File: config.mk
export PLATFORM = sky130hd
export DESIGN_NAME = uart_rx_fifo
export DESIGN_NICKNAME = d
export VERILOG_FILES = /design/src/rtl/uart_rx_fifo.sv
export SDC_FILE = /design/constraint.sdc
export NUM_CORES = 1
export LEC_CHECK = 0
export ABC_AREA = 0
export CELL_PAD_IN_SITES_DETAIL_PLACEMENT = 0
export CELL_PAD_IN_SITES_GLOBAL_PLACEMENT = 1
export CORE_MARGIN = 2
export CORE_UTILIZATION = 47
export CTS_CLUSTER_SIZE = 28
export DETAILED_ROUTE_END_ITERATION = 12
export PLACE_DENSITY_LB_ADDON = 0.1
export SYNTH_ARGS = -nofsm -noshare
export SYNTH_HDL_FRONTEND = slang
export SYNTH_SLANG_ARGS = --single-unit
File: constraint.sdc
create_clock -name sys_clk -period 3.26 [get_ports sys_clk]
set_clock_uncertainty 0.2 [all_clocks]
set_input_delay 0.652 -clock sys_clk [delete_from_list [all_inputs] [get_ports sys_clk]]
set_output_delay 0.652 -clock sys_clk [all_outputs]
set_load 0.01 [all_outputs]
File: src/rtl/uart_rx_fifo.sv
// uart_rx_fifo -- UART receiver (8N1, or 8E1 with the macro) with a small
// show-ahead output FIFO and a valid/ready consumer interface.
//
// Optional feature macro: UART_RX_PARITY_EN
//   defined   : 8E1 frames, PARITY state present, parity_err driven
//   undefined : 8N1 frames, parity_err tied 0
//
// Parameters:
//   DIV        sys_clk cycles per bit (>= 4, even)
//   FIFO_DEPTH FIFO entries (power of 2, >= 2)
//
// Ports:
//   sys_clk    in   single clock
//   sys_rst    in   synchronous active-high reset
//   rx         in   asynchronous serial input, idle high
//   out_data   out  head-of-FIFO byte, valid while out_valid
//   out_valid  out  FIFO not empty
//   out_ready  in   consumer takes out_data this cycle
//   frame_err  out  1-cycle pulse, stop bit sampled low
//   parity_err out  1-cycle pulse, parity mismatch
//   overrun    out  1-cycle pulse, good byte dropped on a full FIFO
//   busy       out  receiver not idle
module uart_rx_fifo #(
   parameter int DIV        = 868,
   parameter int FIFO_DEPTH = 4
) (
   input  logic       sys_clk,
   input  logic       sys_rst,
   input  logic       rx,
   output logic [7:0] out_data,
   output logic       out_valid,
   input  logic       out_ready,
   output logic       frame_err,
   output logic       parity_err,
   output logic       overrun,
   output logic       busy
);

   localparam int CW = $clog2(DIV);
   localparam int AW = $clog2(FIFO_DEPTH);
   localparam logic [CW-1:0] HALF_M1 = CW'(DIV / 2 - 1);
   localparam logic [CW-1:0] FULL_M1 = CW'(DIV - 1);
   localparam logic [AW:0]   DEPTH_V = (AW + 1)'(FIFO_DEPTH);

   typedef enum logic [2:0] {
      S_IDLE,
      S_START,
      S_DATA,
`ifdef UART_RX_PARITY_EN
      S_PARITY,
`endif
      S_STOP,
      S_WAIT_IDLE
   } state_t;

   // ---------------------------------------------------------------
   // Input synchronizer (resets to the idle level so reset never
   // looks like a start edge)
   // ---------------------------------------------------------------
   logic rx_meta_q, rxs_q;

   always_ff @(posedge sys_clk) begin
      if (sys_rst) begin
         rx_meta_q <= 1'b1;
         rxs_q     <= 1'b1;
      end else begin
         rx_meta_q <= rx;
         rxs_q     <= rx_meta_q;
      end
   end

   // ---------------------------------------------------------------
   // Deframer FSM
   // ---------------------------------------------------------------
   state_t        state_q, state_d;
   logic [CW-1:0] cnt_q, cnt_d;
   logic [2:0]    bit_q, bit_d;
   logic [7:0]    shift_q, shift_d;
   logic          frame_err_q, frame_err_d;
   logic          overrun_q, overrun_d;
   logic          push;
   logic          expire;
`ifdef UART_RX_PARITY_EN
   logic          par_bad_q, par_bad_d;
   logic          parity_err_q, parity_err_d;
`endif

   assign expire = (cnt_q == '0);

   always_comb begin
      state_d     = state_q;
      cnt_d       = cnt_q;
      bit_d       = bit_q;
      shift_d     = shift_q;
      frame_err_d = 1'b0;
      push        = 1'b0;
`ifdef UART_RX_PARITY_EN
      par_bad_d    = par_bad_q;
      parity_err_d = 1'b0;
`endif
      case (state_q)
         S_IDLE: begin
            if (!rxs_q) begin
               state_d = S_START;
               cnt_d   = HALF_M1;
            end
         end
         S_START: begin
            if (expire) begin
               // A high line at mid-start is a glitch: drop silently.
               if (!rxs_q) begin
                  state_d = S_DATA;
                  cnt_d   = FULL_M1;
                  bit_d   = '0;
               end else begin
                  state_d = S_IDLE;
               end
            end else begin
               cnt_d = cnt_q - CW'(1);
            end
         end
         S_DATA: begin
            if (expire) begin
               shift_d = {rxs_q, shift_q[7:1]};   // LSB arrives first
               cnt_d   = FULL_M1;
               bit_d   = bit_q + 3'd1;
               if (bit_q == 3'd7) begin
`ifdef UART_RX_PARITY_EN
                  state_d = S_PARITY;
`else
                  state_d = S_STOP;
`endif
               end
            end else begin
               cnt_d = cnt_q - CW'(1);
            end
         end
`ifdef UART_RX_PARITY_EN
         S_PARITY: begin
            if (expire) begin
               // Even parity: line bit must equal XOR of the data bits.
               par_bad_d = rxs_q ^ (^shift_q);
               state_d   = S_STOP;
               cnt_d     = FULL_M1;
            end else begin
               cnt_d = cnt_q - CW'(1);
            end
         end
`endif
         S_STOP: begin
            if (expire) begin
               if (!rxs_q) begin
                  frame_err_d = 1'b1;
                  state_d     = S_WAIT_IDLE;
`ifdef UART_RX_PARITY_EN
               end else if (par_bad_q) begin
                  parity_err_d = 1'b1;
                  state_d      = S_IDLE;
`endif
               end else begin
                  push    = 1'b1;
                  state_d = S_IDLE;
               end
            end else begin
               cnt_d = cnt_q - CW'(1);
            end
         end
         S_WAIT_IDLE: begin
            // Holding here across a break yields a single frame_err.
            if (rxs_q) state_d = S_IDLE;
         end
         default: state_d = S_IDLE;
      endcase
   end

   always_ff @(posedge sys_clk) begin
      if (sys_rst) begin
         state_q     <= S_IDLE;
         cnt_q       <= '0;
         bit_q       <= '0;
         shift_q     <= '0;
         frame_err_q <= 1'b0;
         overrun_q   <= 1'b0;
`ifdef UART_RX_PARITY_EN
         par_bad_q    <= 1'b0;
         parity_err_q <= 1'b0;
`endif
      end else begin
         state_q     <= state_d;
         cnt_q       <= cnt_d;
         bit_q       <= bit_d;
         shift_q     <= shift_d;
         frame_err_q <= frame_err_d;
         overrun_q   <= overrun_d;
`ifdef UART_RX_PARITY_EN
         par_bad_q    <= par_bad_d;
         parity_err_q <= parity_err_d;
`endif
      end
   end

   assign busy      = (state_q != S_IDLE);
   assign frame_err = frame_err_q;
   assign overrun   = overrun_q;
`ifdef UART_RX_PARITY_EN
   assign parity_err = parity_err_q;
`else
   assign parity_err = 1'b0;
`endif

   // ---------------------------------------------------------------
   // Show-ahead FIFO; pointers carry one extra bit so full and empty
   // are told apart by the difference.
   // ---------------------------------------------------------------
   logic [FIFO_DEPTH-1:0][7:0] mem_q;
   logic [AW:0]                wr_ptr_q, rd_ptr_q, count;
   logic                       pop, full, push_ok;

   assign count     = wr_ptr_q - rd_ptr_q;
   assign out_valid = (count != '0);
   assign full      = (count == DEPTH_V);
   assign pop       = out_valid && out_ready;
   // On a full FIFO a simultaneous pop frees the slot being written.
   assign push_ok   = push && (!full || pop);
   assign overrun_d = push && !push_ok;
   assign out_data  = mem_q[rd_ptr_q[AW-1:0]];

   always_ff @(posedge sys_clk) begin
      if (sys_rst) begin
         mem_q    <= '0;
         wr_ptr_q <= '0;
         rd_ptr_q <= '0;
      end else begin
         if (push_ok) begin
            mem_q[wr_ptr_q[AW-1:0]] <= shift_q;
            wr_ptr_q                <= wr_ptr_q + (AW + 1)'(1);
         end
         if (pop) rd_ptr_q <= rd_ptr_q + (AW + 1)'(1);
      end
   end

endmodule
Yosys cells after proc, flatten, opt, wreduce, memory -nomap -nowiden
Cells that the tools add are included.
{"block": "word_totals", "wordCells": 85, "mem_bits_ro": 0, "ram_bits": 0, "latchBits": 0, "memories": 0, "regBits": 66, "output_inout_bits": 13}
{"block": "classes", "order_cmp": 3, "eq_ne": 15, "shifts": 0, "mul": 0, "n_addsub": 5, "n_mux": 28, "n_bitwise": 2, "reduce_logical": 18, "n_div": 0}
{"cell": "10-bit 2-to-1 mux", "count": 5}
{"cell": "10-bit one-hot mux with 4 select lines", "count": 1}
{"cell": "32-bit bitwise mux", "count": 1}
{"cell": "3-bit 2-to-1 mux", "count": 10}
{"cell": "8-bit binary-select mux with 2-bit select", "count": 1}
{"cell": "8-bit demux with 2-bit select", "count": 1}
{"cell": "8-bit 2-to-1 mux", "count": 2}
{"cell": "2-bit inequality test (second input constant)", "count": 8}
{"cell": "3-bit one-hot mux with 5 select lines", "count": 1}
{"cell": "10-bit zero test", "count": 1}
{"cell": "10-bit by 1-bit subtractor with 10-bit output (second input constant)", "count": 1}
{"cell": "3-bit by 1-bit adder with 3-bit output (second input constant)", "count": 3}
{"cell": "3-bit == test (second input constant)", "count": 3}
{"cell": "4-bit AND reduction", "count": 2}
{"cell": "3-bit by 2-bit == test with 1-bit output (second input constant)", "count": 2}
{"cell": "2-bit by 3-bit less-than comparator with 1-bit output (second input constant)", "count": 2}
{"cell": "3-bit one-hot mux with 2 select lines", "count": 1}
{"cell": "6-bit AND reduction", "count": 1}
{"cell": "3-bit nonzero test", "count": 2}
{"cell": "1-bit logical AND", "count": 4}
{"cell": "1-bit 2-to-1 mux", "count": 4}
{"cell": "4-bit nonzero test", "count": 1}
{"cell": "3-bit by 1-bit == test with 1-bit output (second input constant)", "count": 1}
{"cell": "3-bit zero test", "count": 1}
{"cell": "other kinds (10)", "count": 12}

Longest topological paths before layout
Gate-level depths: netlist (run 1).
{"block": "logic_depth", "word_depth": 7, "ltp_mapped": 10, "mapped_depth_nobuf": 7}

Least setup slack after synthesis (run 1)
No wires, ideal clock.
{"block": "synth_path", "path_kind": "register to register", "from": "reg rd_ptr_q[1]", "to": "reg mem_q[10] in the netlist's numbering", "required_time_ns": 2.932, "t_arrival_ns": 2.406, "setup_time_ns": 0.128, "path_slack_ns": 0.526, "path_stages_with_launch": 10, "synth_period_minus_slack_ns": 2.734, "cell_sequence": "dfxtp_1 clkbuf_1 inv_1 ha_1 nor2b_1 or3_1 buf_6 a311oi_4 mux2i_1 nor2_1"}
{"block": "synth_via", "elab_chain_len": 5, "word_cells_on_any_way": 7, "classes_between": "add/sub (1); eq/ne (1); reduce/logical (5)"}
{"element": "from (decl)", "line": "216", "text": "logic [AW:0] wr_ptr_q, rd_ptr_q, count;"}
{"element": "from (signal assigned)", "line": "238", "text": "if (pop) rd_ptr_q <= rd_ptr_q + (AW + 1)'(1);"}
{"element": "3-bit subtractor (*)", "line": "219", "text": "assign count = wr_ptr_q - rd_ptr_q;"}
{"element": "3-bit == test / 3-bit nonzero test (equally long branches)", "line": "221, 220"}
{"element": "1-bit zero test / 1-bit logical AND (equally long branches)", "line": "224, 222"}
{"element": "1-bit logical OR (*)", "line": "224", "text": "assign push_ok = push && (!full || pop);"}
{"element": "1-bit logical AND (*)", "line": "224"}
{"element": "to (signal, indexed assignment)", "line": "235", "text": "mem_q[wr_ptr_q[AW-1:0]] <= shift_q;"}
{"element": "to (decl)", "line": "215", "text": "logic [FIFO_DEPTH-1:0][7:0] mem_q;"}
Mark *: on every way between the ends. The rest lies on a longest branch, timed or not.
A chain may end at the register's enable or synchronous reset.

Final worst setup path (run 1)
{"block": "layout_path", "from": "reg wr_ptr_q[0]", "to": "out out_valid"}
{"block": "layout_via", "elab_chain_len": 2}
{"element": "from (decl)", "line": "216"}
{"element": "from (signal assigned)", "line": "236", "text": "wr_ptr_q <= wr_ptr_q + (AW + 1)'(1);"}
{"element": "3-bit subtractor", "line": "219"}
{"element": "3-bit nonzero test", "line": "220", "text": "assign out_valid = (count != '0);"}
{"element": "to (decl)", "line": "31", "text": "output logic out_valid,"}
No other way between the ends.

==> results of run 1 <==
==> per-stage QoR <==
stage / worst slack (ns) / total power [W] / cells
after floorplan: 0.5264 / 0.001627 / 330
after global placement: 0.6873 / 0.001832 / 417
after detailed placement: 0.6301 / 0.001831 / 417
after CTS: 0.3044 / 0.002509 / 433
after global routing: 0.1661 / 0.002653 / 433
final: 0.3306 / 0.002487 / 433
==> logic make-up after synthesis <==
| logic type | after synthesis | share of synthesized area |
|---|---|---|
| xor gates and xnor gates | 12 | 0.03245 |
| and+or+nand+nor | 111 | 0.1703 |
| adders and majority gates | 11 | 0.04249 |
| buffers and inverters | 32 | 0.04248 |
| AOI/OAI and AO/OA | 46 | 0.1147 |
| muxes | 51 | 0.1885 |
| other | 1 | 0.001158 |
| DFF | 66 | 0.4079 |
==> state kept, by name, summed over array words and instances (netlist names), 3 cells and up <==
| signal | cells |
|---|---|
| state_q | 3 |
| cnt_q | 10 |
| bit_q | 3 |
| wr_ptr_q | 3 |
| shift_q | 8 |
| rd_ptr_q | 3 |
| mem_q | 32 |
==> final timing paths <==
kind	start	to	slack, ns	depth (start not counted)
worst min-delay path	rx_meta_q	rxs_q	0.21	1
worst max-delay path	wr_ptr_q[0]	out_valid	0.33	6
worst min register to register	rx_meta_q	rxs_q	0.21	1
worst max register to register	cnt_q[0]	bit_q[0]	0.63	7
==> worst register-to-register path, delay by kind of cell (launching register included) <==
family | cells | cell delay [ns]
buf+inv | 1 | 0.09
compound gates | 1 | 0.13
simple gates | 4 | 1.63
flops | 1 | 0.32
fa+ha+maj | 1 | 0.19
==> placed cells by master (no fill, tap or decap), types with 2 or more instances in the layout <==
cell,instances
sky130_fd_sc_hd__or3_1,2
sky130_fd_sc_hd__a21oi_1,9
sky130_fd_sc_hd__nor3_2,2
sky130_fd_sc_hd__xnor2_1,9
sky130_fd_sc_hd__or2_0,3
sky130_fd_sc_hd__a31oi_1,2
sky130_fd_sc_hd__a2111oi_0,5
sky130_fd_sc_hd__o21a_1,2
sky130_fd_sc_hd__clkinvlp_4,2
sky130_fd_sc_hd__inv_1,15
sky130_fd_sc_hd__xor2_1,3
sky130_fd_sc_hd__o21ai_1,4
sky130_fd_sc_hd__clkdlybuf4s50_1,14
sky130_fd_sc_hd__buf_4,9
sky130_fd_sc_hd__nand2_1,14
sky130_fd_sc_hd__ha_1,11
sky130_fd_sc_hd__a311oi_4,3
sky130_fd_sc_hd__nor2_1,61
sky130_fd_sc_hd__clkbuf_8,9
sky130_fd_sc_hd__nand3_1,7
sky130_fd_sc_hd__clkinv_2,3
sky130_fd_sc_hd__a211oi_1,2
sky130_fd_sc_hd__dfxtp_1,66
sky130_fd_sc_hd__nor2b_1,2
sky130_fd_sc_hd__mux2i_1,43
sky130_fd_sc_hd__mux4_2,8
sky130_fd_sc_hd__o21ai_0,8
sky130_fd_sc_hd__or2_2,5
sky130_fd_sc_hd__nor3_1,6
==> layer usage <==
layer / routed length, um / share of wire / up-vias
li1: - / - / 1193
met1: 3403 / 0.53 / 1110
met2: 2682 / 0.42 / 22
met3: 185 / 0.029 / 7
met4: 94 / 0.015 / 0
met5: 0 / 0 / -
==> power by group <==
part | leakage [nW] | total (W) | switching, W | internal, W
clock | 0.0954 | 0.000669 | 0.000318 | 0.000351
sequential | 0.534 | 0.000965 | 0.0000939 | 0.000872
combinational | 0.755 | 0.000852 | 0.000494 | 0.000358
total | 1.38 | 0.00249 | 0.000906 | 0.00158
==> final cells by class <==
| cell class | instances | area [um^2] | area share |
|---|---|---|---|
| Clock buffer | 9 | 123.9 | 0.03375 |
| Clock inverter | 7 | 68.82 | 0.01875 |
| Tap cell | 80 | 100.1 | 0.02728 |
| Timing Repair Buffer | 24 | 212.7 | 0.05796 |
| Multi-Input combinational cell | 232 | 1787 | 0.4869 |
| Inverter | 15 | 56.30 | 0.01534 |
| Sequential cell | 66 | 1321 | 0.3600 |
==> flow_metrics.tcl, run 1 <==
set metrics [dict create \
    outcome "completed" \
    critical_path_data_arrival_time_ns 2.08 \
    global_route_wire_length_before_repair_um 10780 \
    met2_usage 0.2512 \
    initial_utilization 0.4821 \
    globalRouteMet1Util 0.2788 \
    peakVddDrop_mv 0.2638 \
    synth_top_area_share 0.4079 \
    grt_antenna_before_repair 0 \
    globalRouteMet3Util 0.04739 \
    postSynth.topFlopCell "sky130_fd_sc_hd__dfxtp_1" \
    synth.cells.most_frequent "sky130_fd_sc_hd__dfxtp_1 (66), sky130_fd_sc_hd__nor2_1 (61), sky130_fd_sc_hd__mux2i_1 (43)" \
    synth.ff_latch_count 66 \
    startpoint_type "register" \
    postRouteAntennaNets 0 \
    first_iter_violations 93 \
    power_density_nw_per_um2 677.7 \
    cts.clk_slew.worst_paths_ns 0.07 \
    vias 2332 \
    synth-edff-count 0 \
    hold_class "reg -> reg" \
    cts_num_sinks 66 \
    drive_above_1_share 0.1416 \
    syn-instance-count 330 \
    post_layout_utilization_of_the_core 0.5462 \
    critical_path.top_delay_family "buffers and inverters" \
    finalCriticalPeriod_ns 2.929 \
    setup-tns-final_ns 0 \
    ctsHtreeMaxLevel 3 \
    syn-cell-area_um2 3239 \
    critical_path.n_buffers_inverters 2 \
    worst_skew_pair.late_latency_ns 0.34 \
    fin_area_um2 3670 \
    io-pin-count 17 \
    cap_violations 0 \
    cp.required_ns 2.41 \
    fillCellCount 614 \
    cp_slowest_cell "sky130_fd_sc_hd__clkdlybuf4s50_1" \
    gp_congestion 0.7901 \
    yosys.cell_count.top_type "sky130_fd_sc_hd__dfxtp_1" \
    fp.dieW_um 87.02 \
    drt_first_pass_iters 4 \
    number_of_nets_produced_by_synthesis 345 \
    first_global_vias 2133 \
    timing.max_slew.rel_slack 0.4356 \
    core_area_um2 6719 \
    placed_area_um2 3477 \
    period_share 0.8986 \
    timing_worst_slew_pin_value_ns 0.8465 \
    grt_setup_unrepaired "false" \
    rows 30 \
    report.final.slew_viol_count 0 \
    cts_buffers 9 \
    grt_start_max_net_pins 46 \
    post_drt_wl_per_cell_um 14.70 \
    worst-path-max-fanout 4 \
    gr-max-usage-layer "met1" \
    power.static_leakage_nw 1.384 \
    antenna-diode-count 0 \
    tritoncts "built" \
    postCtsResizedCells 0 \
    criticalPathCategory "reg -> out" \
    holdBufCountCts 0 \
    worst_setup_path_end_kind "output port" \
    syn_area_per_cell_um2 9.816 \
    post_synth_main_area_contributors "sky130_fd_sc_hd__dfxtp_1 (41%), sky130_fd_sc_hd__mux2i_1 (13%), sky130_fd_sc_hd__nor2_1 (7.1%)" \
    routed_via_density 5.386 \
    wl_um 6365 \
    synth.yosys.warnings 0 \
    nNetsFinal 363 \
    hpwlAfterDp_um 4244 \
    detail_route.drc_violations 0 \
    slowest_delay_ns 0.47 \
    yosys.cell_types.count 49 \
    synth-seq-area-share 0.4079 \
    worstPathCellList "inv_1, ha_1, nor2b_1, xnor2_1, or2_2, clkdlybuf4s50_1" \
    synth_area_leader_cell "sky130_fd_sc_hd__dfxtp_1" \
    ys_async_sr_fraction 0 \
    maximum_clock_path_buffer_count 2 \
    buffer_ports.inserted 15 \
    report.final.hold_viol_count 0 \
    worst_hold_slack_ns 0.2100 \
    grt_remaining_overflow 0 \
    design.die.area_um2 7572 \
    postCtsSetupRepairBufs 0 \
    final-setup-viol-count 0 \
    maxClockFrequency_mhz 341.4 \
    clock-root-buffer "sky130_fd_sc_hd__clkbuf_8" \
    grt_usage 0.1855 \
    area_growth_syn_to_layout_pct 13.29 \
    floorplan.die.height_um 87.02 \
]
Note: power is estimated with default switching activity, not from simulation.
==> run 2: changes to the inputs <==
--- a/config.mk
+++ b/config.mk
@@ -6,6 +6,7 @@
 export NUM_CORES = 1
 export LEC_CHECK = 0
 export ABC_AREA = 0
+export ABC_CLOCK_PERIOD_IN_PS = 3260
 export CELL_PAD_IN_SITES_DETAIL_PLACEMENT = 0
 export CELL_PAD_IN_SITES_GLOBAL_PLACEMENT = 1
 export CORE_MARGIN = 2
==> results of run 2 <==
Final layout, timing and power as in run 1 (identical DEF).
==> run 3: changes to the inputs <==
--- a/config.mk
+++ b/config.mk
@@ -14,6 +14,7 @@
 export CTS_CLUSTER_SIZE = 28
 export DETAILED_ROUTE_END_ITERATION = 12
 export PLACE_DENSITY_LB_ADDON = 0.1
+export SETUP_SLACK_MARGIN = 0.3
 export SYNTH_ARGS = -nofsm -noshare
 export SYNTH_HDL_FRONTEND = slang
 export SYNTH_SLANG_ARGS = --single-unit
==> run 3 against run 2 <==
Setup slack gained 0.14 ns. Wire length hardly changed. Combinational power hardly changed. Global-route usage did not move. Design area is 0.10% higher. Hold slack is the same. Non-clock buffer count unchanged. Register-to-register slack barely moved. First-iteration DRC count stayed put. Sequential share of layout area barely moved. Sequential power barely moved.
==> flow_metrics.tcl, run 3 (synthesized netlist as in run 1, its figures left out) <==
set metrics [dict create \
    period_share 0.8557 \
    fp.dieW_um 87.02 \
    report.final.hold_viol_count 0 \
    final_worst_path_setup_slack_ns 0.4704 \
    slowest_delay_ns 0.54 \
    power.static_leakage_nw 1.402 \
    seq_area_um2 1323 \
    ctsHtreeMaxLevel 3 \
    worstPathCellList "buf_4, mux4_2, clkdlybuf4s50_1" \
    hold_start "rx_meta_q" \
    maximum_clock_path_buffer_count 2 \
    global_route_wire_length_before_repair_um 10780 \
    setup-tns-final_ns 0 \
    detail_route.drc_violations 0 \
    worst-path-max-fanout 10 \
    worst_setup_path_end_kind "output port" \
    globalRouteMet3Util 0.04739 \
    placed_area_um2 3477 \
    startpoint_type "register" \
    gr-max-usage-layer "met1" \
    power.total_w 0.002483 \
    cts_buffers 9 \
    initial_utilization 0.4821 \
    timing.max_slew.rel_slack 0.4356 \
    cts_num_sinks 66 \
    clock-root-buffer "sky130_fd_sc_hd__clkbuf_8" \
    design.die.area_um2 7572 \
    finalCriticalPeriod_ns 2.790 \
    tritoncts "built" \
    hold_class "reg -> reg" \
    buffer_ports.inserted 15 \
    grt_antenna_before_repair 0 \
    met2_usage 0.2512 \
    core_area_um2 6719 \
    wl_um 6367 \
    cap_violations 0 \
    fin_area_um2 3674 \
    worst_skew_pair.late_latency_ns 0.34 \
    antenna-diode-count 0 \
    critical_path_data_arrival_time_ns 1.94 \
    criticalPathCategory "reg -> out" \
    post_drt_wl_per_cell_um 14.70 \
    area_growth_syn_to_layout_pct 13.40 \
    drive_above_1_share 0.1445 \
    power_density_nw_per_um2 676.0 \
    io-pin-count 17 \
    cp_slowest_cell "sky130_fd_sc_hd__mux4_2" \
    peakVddDrop_mv 0.2638 \
    grt_start_max_net_pins 46 \
    rows 30 \
    regMostFlops "mem_q" \
    regs_by_ff_count "mem_q x32, cnt_q x10, shift_q x8" \
    cp.required_ns 2.41 \
    ff2ff_setup_slack_ns 0.63 \
    drt_first_pass_iters 4 \
    grt_remaining_overflow 0 \
    grt_setup_unrepaired "false" \
    multi_input_area_um2 1787 \
    fillCellCount 615 \
    placement.setup.worst_slack_ns 0.6301 \
    globalRouteMet1Util 0.2788 \
    maxClockFrequency_mhz 358.5 \
    outcome "completed" \
    first_iter_violations 93 \
    r2r_end "bit_q[0]" \
    grt_usage 0.1855 \
    worst_r2r_path_depth 7 \
    layout.cells.most_common_list "sky130_fd_sc_hd__dfxtp_1 (65), sky130_fd_sc_hd__nor2_1 (61), sky130_fd_sc_hd__mux2i_1 (43), sky130_fd_sc_hd__inv_1 (15), sky130_fd_sc_hd__nand2_1 (14)" \
    vias 2332 \
    report.final.slew_viol_count 0 \
    first_global_vias 2133 \
    timing_worst_slew_pin_value_ns 0.8465 \
    worst_hold_path.endpoint "rxs_q" \
    cts.clk_slew.worst_paths_ns 0.07 \
    timing.rr.start "cnt_q[0]" \
    postCtsSetupRepairBufs 0 \
    final-setup-viol-count 0 \
    cell_depth_of_the_worst_min_delay_path 1 \
    floorplan.die.height_um 87.02 \
    postRouteAntennaNets 0 \
    layout.cells.most_common "sky130_fd_sc_hd__dfxtp_1" \
    largest_register_ffs 32 \
    nNetsFinal 363 \
    routed_via_density 5.386 \
    gp_congestion 0.7901 \
    hpwlAfterDp_um 4244 \
]
==> run 3: how the worst max path moves through the flow <==
stage | endpoint | slack [ns] | cells after the start | start
3_3_place_gp | bit_q[0] | 0.69 | 7 | cnt_q[0]
5_1_grt | out_data[6] | 0.37 | 3 | rd_ptr_q[0]
4_1_cts | out_valid | 0.30 | 6 | wr_ptr_q[0]
3_5_place_dp | bit_q[0] | 0.63 | 7 | cnt_q[0]
6_report | out_data[6] | 0.47 | 3 | rd_ptr_q[0]
2_1_floorplan | mem_q[10] | 0.53 | 9 | rd_ptr_q[1]
==> run 3: power by group <==
part | internal [W] | switching (W) | total, W
Clock | 0.000351 | 0.000318 | 0.000669
Sequential | 0.000872 | 0.0000939 | 0.000965
Combinational | 0.000355 | 0.000494 | 0.000849
==> run 3: routing by layer <==
metal | share of wire | vias up
li1 | - | 1193
met1 | 0.53 | 1110
met2 | 0.42 | 22
met3 | 0.029 | 7
met4 | 0.015 | 0
met5 | 0 | -
==> run 3: through the flow <==
stage          hold WS [ns]  instances  utilization
2_1_floorplan        0.1895        330            -
4_1_cts              0.2116        433       0.5462
6_report             0.2100        433       0.5467
3_5_place_dp         0.1945        417       0.5175
3_3_place_gp         0.1924        417       0.5175
5_1_grt              0.2267        433       0.5467
==> run 3: layout make-up <==
cell class              instances  share of cell area
repair buffers                 24             0.05858
well taps                      80             0.02725
inverters                      15             0.01533
clock inverters                 7             0.01873
multi-input cells             232              0.4864
flip-flops and latches         66              0.3600
clock buffers                   9             0.03372
==> run 3: what timing repair did <==
action                                  4_1_cts  5_1_grt
resized for setup                             0        2
endpoints found under the setup margin        0        1
hold buffers                                  0        0
==> run 3: worst max-delay path: cells and delay by family, from the launching register on <==
kind                   cells  cell delay [ns]
flip-flops                 1             0.34
multiplexers               1             0.54
buffers and inverters      2             0.72
